==> src/rtl/ultrasonic_ranger.sv <==
`default_nettype none
// ============================================================================
// Module      : ultrasonic_ranger
// Description : HC-SR04 front-end. Issues periodic trigger pulses, times the
//               synchronised echo pulse, converts it to centimetres and
//               exposes the results through a 32-bit Avalon-MM slave.
// Ports       : clk_clk, reset_reset_n  - clock, async active-low reset
//               echo / trig             - sensor interface
//               avs_*                   - Avalon-MM slave, read latency 1
//               irq                     - level interrupt (valid & irq_en)
// Revision    : 1.0 - initial release
// ============================================================================
module ultrasonic_ranger #(
    parameter int unsigned TRIG_CYCLES    = 500,
    parameter int unsigned PERIOD_CYCLES  = 3000000,
    parameter int unsigned TIMEOUT_CYCLES = 1500000,
    parameter int unsigned CM_DIV         = 2900
) (
    input  logic        clk_clk,
    input  logic        reset_reset_n,
    input  logic        echo,
    output logic        trig,
    input  logic [1:0]  avs_address,
    input  logic        avs_read,
    input  logic        avs_write,
    input  logic [31:0] avs_writedata,
    output logic [31:0] avs_readdata,
    output logic        irq
);

    localparam int unsigned c_SUB_W = (CM_DIV > 1) ? $clog2(CM_DIV) : 1;

    localparam logic [2:0] c_IDLE      = 3'd0;
    localparam logic [2:0] c_TRIG      = 3'd1;
    localparam logic [2:0] c_WAIT_RISE = 3'd2;
    localparam logic [2:0] c_MEASURE   = 3'd3;
    localparam logic [2:0] c_HOLDOFF   = 3'd4;

    logic [2:0]         r_state;
    logic [2:0]         w_state_nxt;
    logic               w_timeout_set;
    logic               w_result;

    logic               r_echo_m, r_echo_s, r_echo_d;
    logic               w_rise, w_fall;

    logic [31:0]        r_cyc_cnt;
    logic [31:0]        r_period_cnt;
    logic [23:0]        r_echo_cnt;
    logic [c_SUB_W-1:0] r_sub;
    logic [15:0]        r_cm;
    logic [23:0]        w_echo_inc;
    logic               w_sub_wrap;
    logic [c_SUB_W-1:0] w_sub_inc;
    logic [15:0]        w_cm_inc;

    logic               r_enable, r_irq_en, r_valid, r_timeout, r_trig;
    logic [15:0]        r_dist_cm;
    logic [23:0]        r_echo_cyc;
    logic [15:0]        r_meas_cnt;
    logic               w_ctrl_wr, w_dist_rd;
    logic               w_unused;

    assign w_unused = ^{avs_writedata[31:10], avs_writedata[8:2]};

    // Echo synchroniser plus one delay stage for edge detection.
    always_ff @(posedge clk_clk or negedge reset_reset_n) begin
        if (!reset_reset_n) begin
            r_echo_m <= 1'b0;
            r_echo_s <= 1'b0;
            r_echo_d <= 1'b0;
        end else begin
            r_echo_m <= echo;
            r_echo_s <= r_echo_m;
            r_echo_d <= r_echo_s;
        end
    end

    assign w_rise = r_echo_s & ~r_echo_d;
    assign w_fall = ~r_echo_s & r_echo_d;

    // The capture on fall includes the current cycle, so the stored width
    // equals the number of cycles echo_s was high and cm = floor(width/CM_DIV).
    assign w_echo_inc = (r_echo_cnt == 24'hFFFFFF) ? r_echo_cnt : r_echo_cnt + 24'd1;
    assign w_sub_wrap = (r_sub == c_SUB_W'(CM_DIV - 1));
    assign w_sub_inc  = w_sub_wrap ? '0 : r_sub + 1'b1;
    assign w_cm_inc   = (w_sub_wrap && r_cm != 16'hFFFF) ? r_cm + 16'd1 : r_cm;

    always_comb begin
        w_state_nxt   = r_state;
        w_timeout_set = 1'b0;
        w_result      = 1'b0;
        case (r_state)
            c_IDLE: begin
                if (r_enable) w_state_nxt = c_TRIG;
            end
            c_TRIG: begin
                if (r_cyc_cnt == TRIG_CYCLES - 1) w_state_nxt = c_WAIT_RISE;
            end
            c_WAIT_RISE: begin
                if (w_rise) begin
                    w_state_nxt = c_MEASURE;
                end else if (r_cyc_cnt == TIMEOUT_CYCLES - 1) begin
                    w_timeout_set = 1'b1;
                    w_state_nxt   = c_HOLDOFF;
                end
            end
            c_MEASURE: begin
                if (w_fall) begin
                    w_result    = 1'b1;
                    w_state_nxt = c_HOLDOFF;
                end else if ({8'd0, w_echo_inc} >= TIMEOUT_CYCLES) begin
                    w_timeout_set = 1'b1;
                    w_state_nxt   = c_HOLDOFF;
                end
            end
            c_HOLDOFF: begin
                // >= covers a measurement that overran the period.
                if (r_period_cnt >= PERIOD_CYCLES - 1)
                    w_state_nxt = r_enable ? c_TRIG : c_IDLE;
            end
            default: w_state_nxt = c_IDLE;
        endcase
    end

    always_ff @(posedge clk_clk or negedge reset_reset_n) begin
        if (!reset_reset_n) begin
            r_state      <= c_IDLE;
            r_trig       <= 1'b0;
            r_cyc_cnt    <= '0;
            r_period_cnt <= '0;
            r_echo_cnt   <= '0;
            r_sub        <= '0;
            r_cm         <= '0;
        end else begin
            r_state <= w_state_nxt;
            // Registered from the next state so trig is glitch-free and
            // exactly as long as the TRIG state.
            r_trig  <= (w_state_nxt == c_TRIG);

            // Per-state cycle counter restarts on every state change.
            if (w_state_nxt != r_state) r_cyc_cnt <= '0;
            else                        r_cyc_cnt <= r_cyc_cnt + 32'd1;

            if (r_state == c_IDLE || (w_state_nxt == c_TRIG && r_state != c_TRIG))
                r_period_cnt <= '0;
            else
                r_period_cnt <= r_period_cnt + 32'd1;

            if (r_state == c_MEASURE) begin
                r_echo_cnt <= w_echo_inc;
                r_sub      <= w_sub_inc;
                r_cm       <= w_cm_inc;
            end else begin
                r_echo_cnt <= '0;
                r_sub      <= '0;
                r_cm       <= '0;
            end
        end
    end

    assign w_ctrl_wr = avs_write && (avs_address == 2'd0);
    assign w_dist_rd = avs_read && (avs_address == 2'd1);

    always_ff @(posedge clk_clk or negedge reset_reset_n) begin
        if (!reset_reset_n) begin
            r_enable     <= 1'b0;
            r_irq_en     <= 1'b0;
            r_valid      <= 1'b0;
            r_timeout    <= 1'b0;
            r_dist_cm    <= '0;
            r_echo_cyc   <= '0;
            r_meas_cnt   <= '0;
            avs_readdata <= '0;
        end else begin
            if (w_ctrl_wr) begin
                r_enable <= avs_writedata[0];
                r_irq_en <= avs_writedata[1];
            end
            // Hardware set wins over software clear for both flags.
            r_timeout <= w_timeout_set | (r_timeout & ~(w_ctrl_wr & avs_writedata[9]));
            r_valid   <= w_result | (r_valid & ~w_dist_rd);
            if (w_result) begin
                r_dist_cm  <= w_cm_inc;
                r_echo_cyc <= w_echo_inc;
                r_meas_cnt <= r_meas_cnt + 16'd1;
            end
            if (avs_read) begin
                case (avs_address)
                    2'd0:    avs_readdata <= {22'd0, r_timeout, r_valid, 6'd0, r_irq_en, r_enable};
                    2'd1:    avs_readdata <= {16'd0, r_dist_cm};
                    2'd2:    avs_readdata <= {8'd0, r_echo_cyc};
                    default: avs_readdata <= {16'd0, r_meas_cnt};
                endcase
            end
        end
    end

    assign trig = r_trig;
    assign irq  = r_valid & r_irq_en;

endmodule
`default_nettype wire

==> config.mk <==
export PLATFORM = sky130hd
export DESIGN_NAME = ultrasonic_ranger
export DESIGN_NICKNAME = d
export VERILOG_FILES = /design/src/rtl/ultrasonic_ranger.sv
export SDC_FILE = /design/constraint.sdc
export NUM_CORES = 1
export LEC_CHECK = 0
export ABC_AREA = 1
export CORE_MARGIN = 5
export CORE_UTILIZATION = 35
export CTS_CLUSTER_DIAMETER = 100
export DETAILED_ROUTE_END_ITERATION = 8
export PLACE_DENSITY = 0.5
export SYNTH_ARGS = -nofsm -noshare
export SYNTH_HDL_FRONTEND = slang
export SYNTH_SLANG_ARGS = --single-unit
==> constraint.sdc <==
create_clock -name clk_clk -period 3.55 [get_ports clk_clk]
set_input_delay 0.71 -clock clk_clk [delete_from_list [all_inputs] [get_ports clk_clk]]
set_output_delay 0.71 -clock clk_clk [all_outputs]
set_load 0.1 [all_outputs]
==> flow_summary.toml, run 1 <==
[yosys]
ys_seq_area_frac = 0.4731
synth_cell_types = 47
netlist_instances = 1321
mappedNetlistArea_mm2 = 0.01095
synth_ff_type = "dfrtp_1"
synth_warnings = 0
ys_async_sr_fraction = 1.000
synth-edff-count = 0
ys_seq_elements = 207
syn_area_per_cell_um2 = 8.288

[sta]
hold_viol = 0
setup-violations-final = 0
fmax_mhz = 313.5
period_needed_ns = 3.190
timing.setup.tns_ns = 0
tightest_slew_ns = 0.9961
drv_slew = 0
slew_headroom = 0.3339
fin_skew_ns = 0.01605
post-route-period-util = 0.8985
whs_ns = 0.1528
rsz0062_at_grt = "false"

[clock_network]
clock_path_buffers = 3
htreeDepth = 1
cts_sinks = 207
cts_made_buffers = 26
cts_hold_buf = 0
cts-root-buf = "clkbuf_16"
cts.repair.resized = 0
clk_pin_slew_ns = 0.06
post-cts-setup-buffers = 0
cts_tree = "done"
clk_latency_ns = 0.53

[floorplanning]
core-area_mm2 = 0.03075
die_w_um = 186.9
dieHeight_um = 186.9
dieArea_mm2 = 0.03492
ios = 73
start_util = 0.3560
rows = 64

[route]
wl_per_cell_um = 14.66
finalWirelength_mm = 26.18
drcViolationCount = 0
drt-pass1-iter-count = 5
ant_nets = 0
drt_iter0_markers = 557
via_per_inst = 4.768
vias = 8515

[power]
p_switching_mw = 1.375
powerDensity_mw_per_mm2 = 451.1
p_sw_frac = 0.2404
leakage_nw = 5.431
comb_power_share = 0.076
p_int_mw = 4.347
power_frac_clock = 0.491
seq_power_share = 0.433
ir_drop_mv = 0.3770

[setup_path]
critPathMaxStageDelay_ns = 0.47
crit_buf_inv = 3
reg2reg_from = "r_echo_cnt[0]"
arrival_ns = 3.58
worstSetupPathType = "reg2reg"
crit_family = "simple AND/OR/NAND/NOR gates"
worstPathCellList = "ha_1 -> inv_2 -> nor2_4 -> nand2_4 -> nor2_4 -> nand2_2 -> inv_2 -> or2_2 -> a21oi_1 -> nor2_1 -> nand3_1 -> nand3_2 -> nand4_1 -> nand2_1 -> buf_4 -> nor2_1"
cpMaxStageDelayCell = "dfrtp_1"
ff2ff_path_depth = 16
cp.required_ns = 3.94
endpoint_kind = "register"
worstReg2RegEnd = "r_period_cnt[16]"
cp_max_fo = 32
reg2reg_slack_ns = 0.36
worst_setup_path_start_kind = "register"

[placed_design]
placed_area_mm2 = 0.01177
gp_congestion = 0.8675
hpwl_mm = 19.00
portBuffers = 35

[final_layout]
synthToLayoutAreaGrowth_pct = 15.87
antennaDiodeCount = 0
final_nets = 1416
most-common-layout-cells = "nand2_1 (278), dfrtp_1 (207), nor2_1 (175)"
fin_area_mm2 = 0.01269
mostFrequentLayoutCell = "nand2_1"
drive_gt1_frac = 0.1043
final.fill_count = 3137

[global_routing]
grtUsageMet2 = 0.2355
met3_usage = 0.02464
antenna_found_initial = 0
grt_util_all_layers = 0.1520
top_usage_layer = "met2"
grt_pass1_wl_mm = 44.56
overflow = 0
gr-usage-met1 = 0.2239
grt_pass1_vias = 8624
grt_max_degree = 76

[outcome]
status = "completed"

[run]
cap_viol_max_count = 0

[hold_path]
hold_path.class = "in2async"
-- worst max path at each step --
| stage | to | cells after the start | from | slack, ns |
|---|---|---|---|---|
| 6_report | r_period_cnt[16] | 16 | r_echo_cnt[0] | 0.36 |
| 3_3_place_gp | r_cyc_cnt[7] | 18 | r_echo_cnt[0] | 0.36 |
| 5_1_grt | r_period_cnt[12] | 16 | r_echo_cnt[0] | 0.03 |
| 3_5_place_dp | r_period_cnt[17] | 16 | r_echo_cnt[0] | 0.35 |
| 2_1_floorplan | r_cyc_cnt[7] | 20 | r_echo_cnt[0] | 1.05 |
| 4_1_cts | r_period_cnt[16] | 16 | r_echo_cnt[0] | 0.32 |
-- sequential cells by signal, indices dropped and copies added, names as in the netlist, 12 cells and up --
name          cells
r_cyc_cnt        32
r_period_cnt     32
r_sub            12
r_cm             16
r_dist_cm        16
r_echo_cyc       24
r_echo_cnt       24
r_meas_cnt       16
avs_readdata     24
-- cells by family (layout without fill, tap and decap cells) --
| family | Yosys count | in the layout | share of synthesized area |
|---|---|---|---|
| xor gates and xnor gates | 90 | 90 | 0.07200 |
| buffers and inverters | 195 | 257 | 0.07543 |
| other | 1 | 8 | 0.0003425 |
| and+or+nand+nor | 711 | 711 | 0.3125 |
| AOI/OAI and AO/OA | 109 | 109 | 0.05783 |
| muxes | 2 | 2 | 0.001943 |
| DFF | 207 | 207 | 0.4731 |
| adders and majority gates | 6 | 6 | 0.006857 |
-- cell usage after synthesis, types with 10 or more instances --
cell type	instances	share of area
nor4_1	21	0.012
nand4_1	29	0.017
o21ai_0	62	0.028
nor2_1	175	0.060
inv_2	10	0.0034
nor3_1	42	0.019
inv_1	143	0.049
nand2_1	278	0.095
nand2_2	10	0.0057
nor2_4	35	0.036
xnor2_1	15	0.012
clkbuf_1	18	0.0062
xor2_1	75	0.060
a21oi_1	14	0.0064
nand3_1	84	0.038
dfrtp_1	207	0.47
-- power by group through the flow --
stage,Combinational [mW],Sequential [mW],Clock [mW]
after floorplan,0.252,2.58,0
after global placement,0.439,2.52,0
after detailed placement,0.441,2.52,0
after CTS,0.443,2.48,2.90
after global routing,0.480,2.48,2.99
final,0.433,2.48,2.81
-- area by class of cell --
type | count | area [µm²] | area share
multi-input combinational | 926 | 4969 | 0.3917
clock buffer | 34 | 721.9 | 0.05691
tap | 396 | 495.5 | 0.03906
inverter | 158 | 593.1 | 0.04675
timing repair buffer | 52 | 530.5 | 0.04182
sequential | 207 | 5180 | 0.4083
clock inverter | 13 | 196.4 | 0.01548
-- through the flow --
stage | instances | power, mW | util | worst slack (ns)
after floorplan | 1328 | 2.831 | - | 1.051
after global placement | 1739 | 2.958 | 0.3827 | 0.3596
after global routing | 1786 | 5.959 | 0.4126 | 0.03272
after detailed placement | 1739 | 2.959 | 0.3827 | 0.3490
final | 1786 | 5.722 | 0.4126 | 0.3605
after CTS | 1786 | 5.820 | 0.4126 | 0.3245
-- per-layer routing --
layer,up-vias,part of all wire
met2,134,0.43
met5,-,0
met3,37,0.039
met1,4001,0.51
met4,0,0.021
li1,4343,-
(Power assumes the default switching activity.)
==> run 2, diff against run 1 <==
--- a/config.mk
+++ b/config.mk
@@ -7,10 +7,10 @@
 export LEC_CHECK = 0
 export ABC_AREA = 1
 export CORE_MARGIN = 5
-export CORE_UTILIZATION = 35
+export CORE_UTILIZATION = 45
 export CTS_CLUSTER_DIAMETER = 100
 export DETAILED_ROUTE_END_ITERATION = 8
-export PLACE_DENSITY = 0.5
+export PLACE_DENSITY = 0.62
 export SYNTH_ARGS = -nofsm -noshare
 export SYNTH_HDL_FRONTEND = slang
 export SYNTH_SLANG_ARGS = --single-unit
==> run 2 against run 1 <==
Net effect:
- setup slack improved by 0.094 ns
- register-to-register slack improved by 0.09 ns
- clock-buffer cell count fell by 2
- utilization rose by 11 points
- critical path depth rose by 4
- total power fell by 4.3%
- critical path type unchanged
- largest power group unchanged
- highest routed layer unchanged
==> flow_summary.toml, run 2 (synthesis results as in run 1) <==
[outcome]
status = "completed"

[placed_design]
hpwl_mm = 18.32
gp_congestion = 0.8677
portBuffers = 35
placed_area_mm2 = 0.01168

[route]
drcViolationCount = 0
vias = 8559
drt_iter0_markers = 489
wl_per_cell_um = 14.81
ant_nets = 0
via_per_inst = 5.011
finalWirelength_mm = 25.30
drt-pass1-iter-count = 5

[final_layout]
synthToLayoutAreaGrowth_pct = 14.27
fin_util = 0.5190
final_nets = 1413
antennaDiodeCount = 0
fin_area_mm2 = 0.01251
final.fill_count = 2344
drive_gt1_frac = 0.1033
mostFrequentLayoutCell = "nand2_1"
reg.largest.list = "r_cyc_cnt (32), r_period_cnt (32)"
most-common-layout-cells = "nand2_1 (278), dfrtp_1 (207), nor2_1 (175)"

[setup_path]
arrival_ns = 3.50
worstSetupPathType = "reg2reg"
reg2reg_from = "r_echo_cnt[0]"
worst_path_most_repeated_cell = "nand3_1"
critPathMaxStageDelay_ns = 0.52
worstReg2RegEnd = "r_cyc_cnt[31]"
cpMaxStageDelayCell = "dfrtp_1"
worst_setup_path_start_kind = "register"
ff2ff_path_depth = 20
reg2reg_slack_ns = 0.45
endpoint_kind = "register"
crit_buf_inv = 4
cp_max_fo = 20
crit_family = "simple AND/OR/NAND/NOR gates"
cp.required_ns = 3.96
worstPathCellList = "ha_1 -> inv_2 -> nor2_4 -> nand2_4 -> nor2_4 -> nand2_2 -> buf_12 -> nand3_2 -> nand2_1 -> clkinv_1 -> nand3_1 -> nor2_1 -> nand3_1 -> nand3_1 -> nand2_1 -> nand3_1 -> nand2_2 -> nand2_4 -> buf_12 -> nor2_1"

[floorplanning]
die_w_um = 166.0
ios = 73
rows = 57
dieHeight_um = 166.0
dieArea_mm2 = 0.02755
start_util = 0.4542
core-area_mm2 = 0.02411

[sta]
rsz0062_at_grt = "false"
period_needed_ns = 3.095
post-route-period-util = 0.8719
tightest_slew_ns = 0.9953
slew_headroom = 0.3344
hold_viol = 0
setup-violations-final = 0
fmax_mhz = 323.1
timing.setup.tns_ns = 0
fin_skew_ns = 0.02820
drv_slew = 0

[power]
powerDensity_mw_per_mm2 = 437.9
ir_drop_mv = 0.3629
leakage_nw = 5.386

[clock_network]
cts_hold_buf = 0
cts_tree = "done"
cts-root-buf = "clkbuf_16"
htreeDepth = 1
cts.repair.resized = 0
clock_path_buffers = 3
cts_made_buffers = 24
clk_latency_ns = 0.53
post-cts-setup-buffers = 0
clk_pin_slew_ns = 0.06
cts_sinks = 207

[run]
cap_viol_max_count = 0

[global_routing]
grt_pass1_vias = 8476
grt_pass1_wl_mm = 43.09
grt_max_degree = 81
grt_util_all_layers = 0.1858
antenna_found_initial = 0
overflow = 0

[hold_path]
hold_path.class = "in2async"
## run 2: layer usage
layer | share of wire | routed length, µm | GRT usage
met5 | 0 | 0 | 0
met2 | 0.45 | 11460 | 0.2971
met4 | 0.027 | 675 | 0.04878
met3 | 0.039 | 983 | 0.02833
met1 | 0.48 | 12180 | 0.2661
## run 2: worst register-to-register path: stages, from the launching register on
cell and delay [ns]:
dfrtp_1 0.52, ha_1 0.32, inv_2 0.08, nor2_4 0.17, nand2_4 0.10, nor2_4 0.13
nand2_2 0.13, buf_12 0.19, nand3_2 0.11, nand2_1 0.06, clkinv_1 0.04, nand3_1 0.05
nor2_1 0.14, nand3_1 0.14, nand3_1 0.12, nand2_1 0.09, nand3_1 0.09, nand2_2 0.06
nand2_4 0.09, buf_12 0.25, nor2_1 0.10
## run 2: worst max path at each step
stage                       start             to  cells past startpoint
floorplan           r_echo_cnt[0]   r_cyc_cnt[7]                     20
global placement    r_echo_cnt[0]  r_cyc_cnt[31]                     20
detailed placement  r_echo_cnt[0]  r_cyc_cnt[31]                     20
CTS                 r_echo_cnt[0]  r_cyc_cnt[31]                     20
global route        r_echo_cnt[0]  r_cyc_cnt[31]                     20
finish              r_echo_cnt[0]  r_cyc_cnt[31]                     20
## run 2: layout make-up
cell class | count | area (µm²) | area share
flip-flops and latches | 207 | 5180 | 0.4140
multi-input cells | 926 | 4969 | 0.3971
clock buffers | 32 | 690.7 | 0.05521
inverters | 158 | 593.1 | 0.04740
repair buffers | 51 | 531.8 | 0.04250
well taps | 324 | 405.4 | 0.03240
clock inverters | 10 | 141.4 | 0.01130
## run 2: report_power, final
group	internal (mW)	leakage, nW	switching, mW
Combinational	0.130	2.14	0.307
Clock	1.58	0.406	0.982
Sequential	2.43	2.84	0.0517
## run 2: metrics by stage
stage	total power, mW	hold WS, ns	cells	setup slack, ns
2_1_floorplan	2.831	0.3312	1328	1.051
3_3_place_gp	2.955	0.3879	1666	0.5057
3_5_place_dp	2.963	0.3813	1666	0.4546
4_1_cts	5.548	0.2566	1708	0.4471
5_1_grt	5.708	0.2975	1708	0.1998
6_report	5.479	0.2462	1708	0.4548
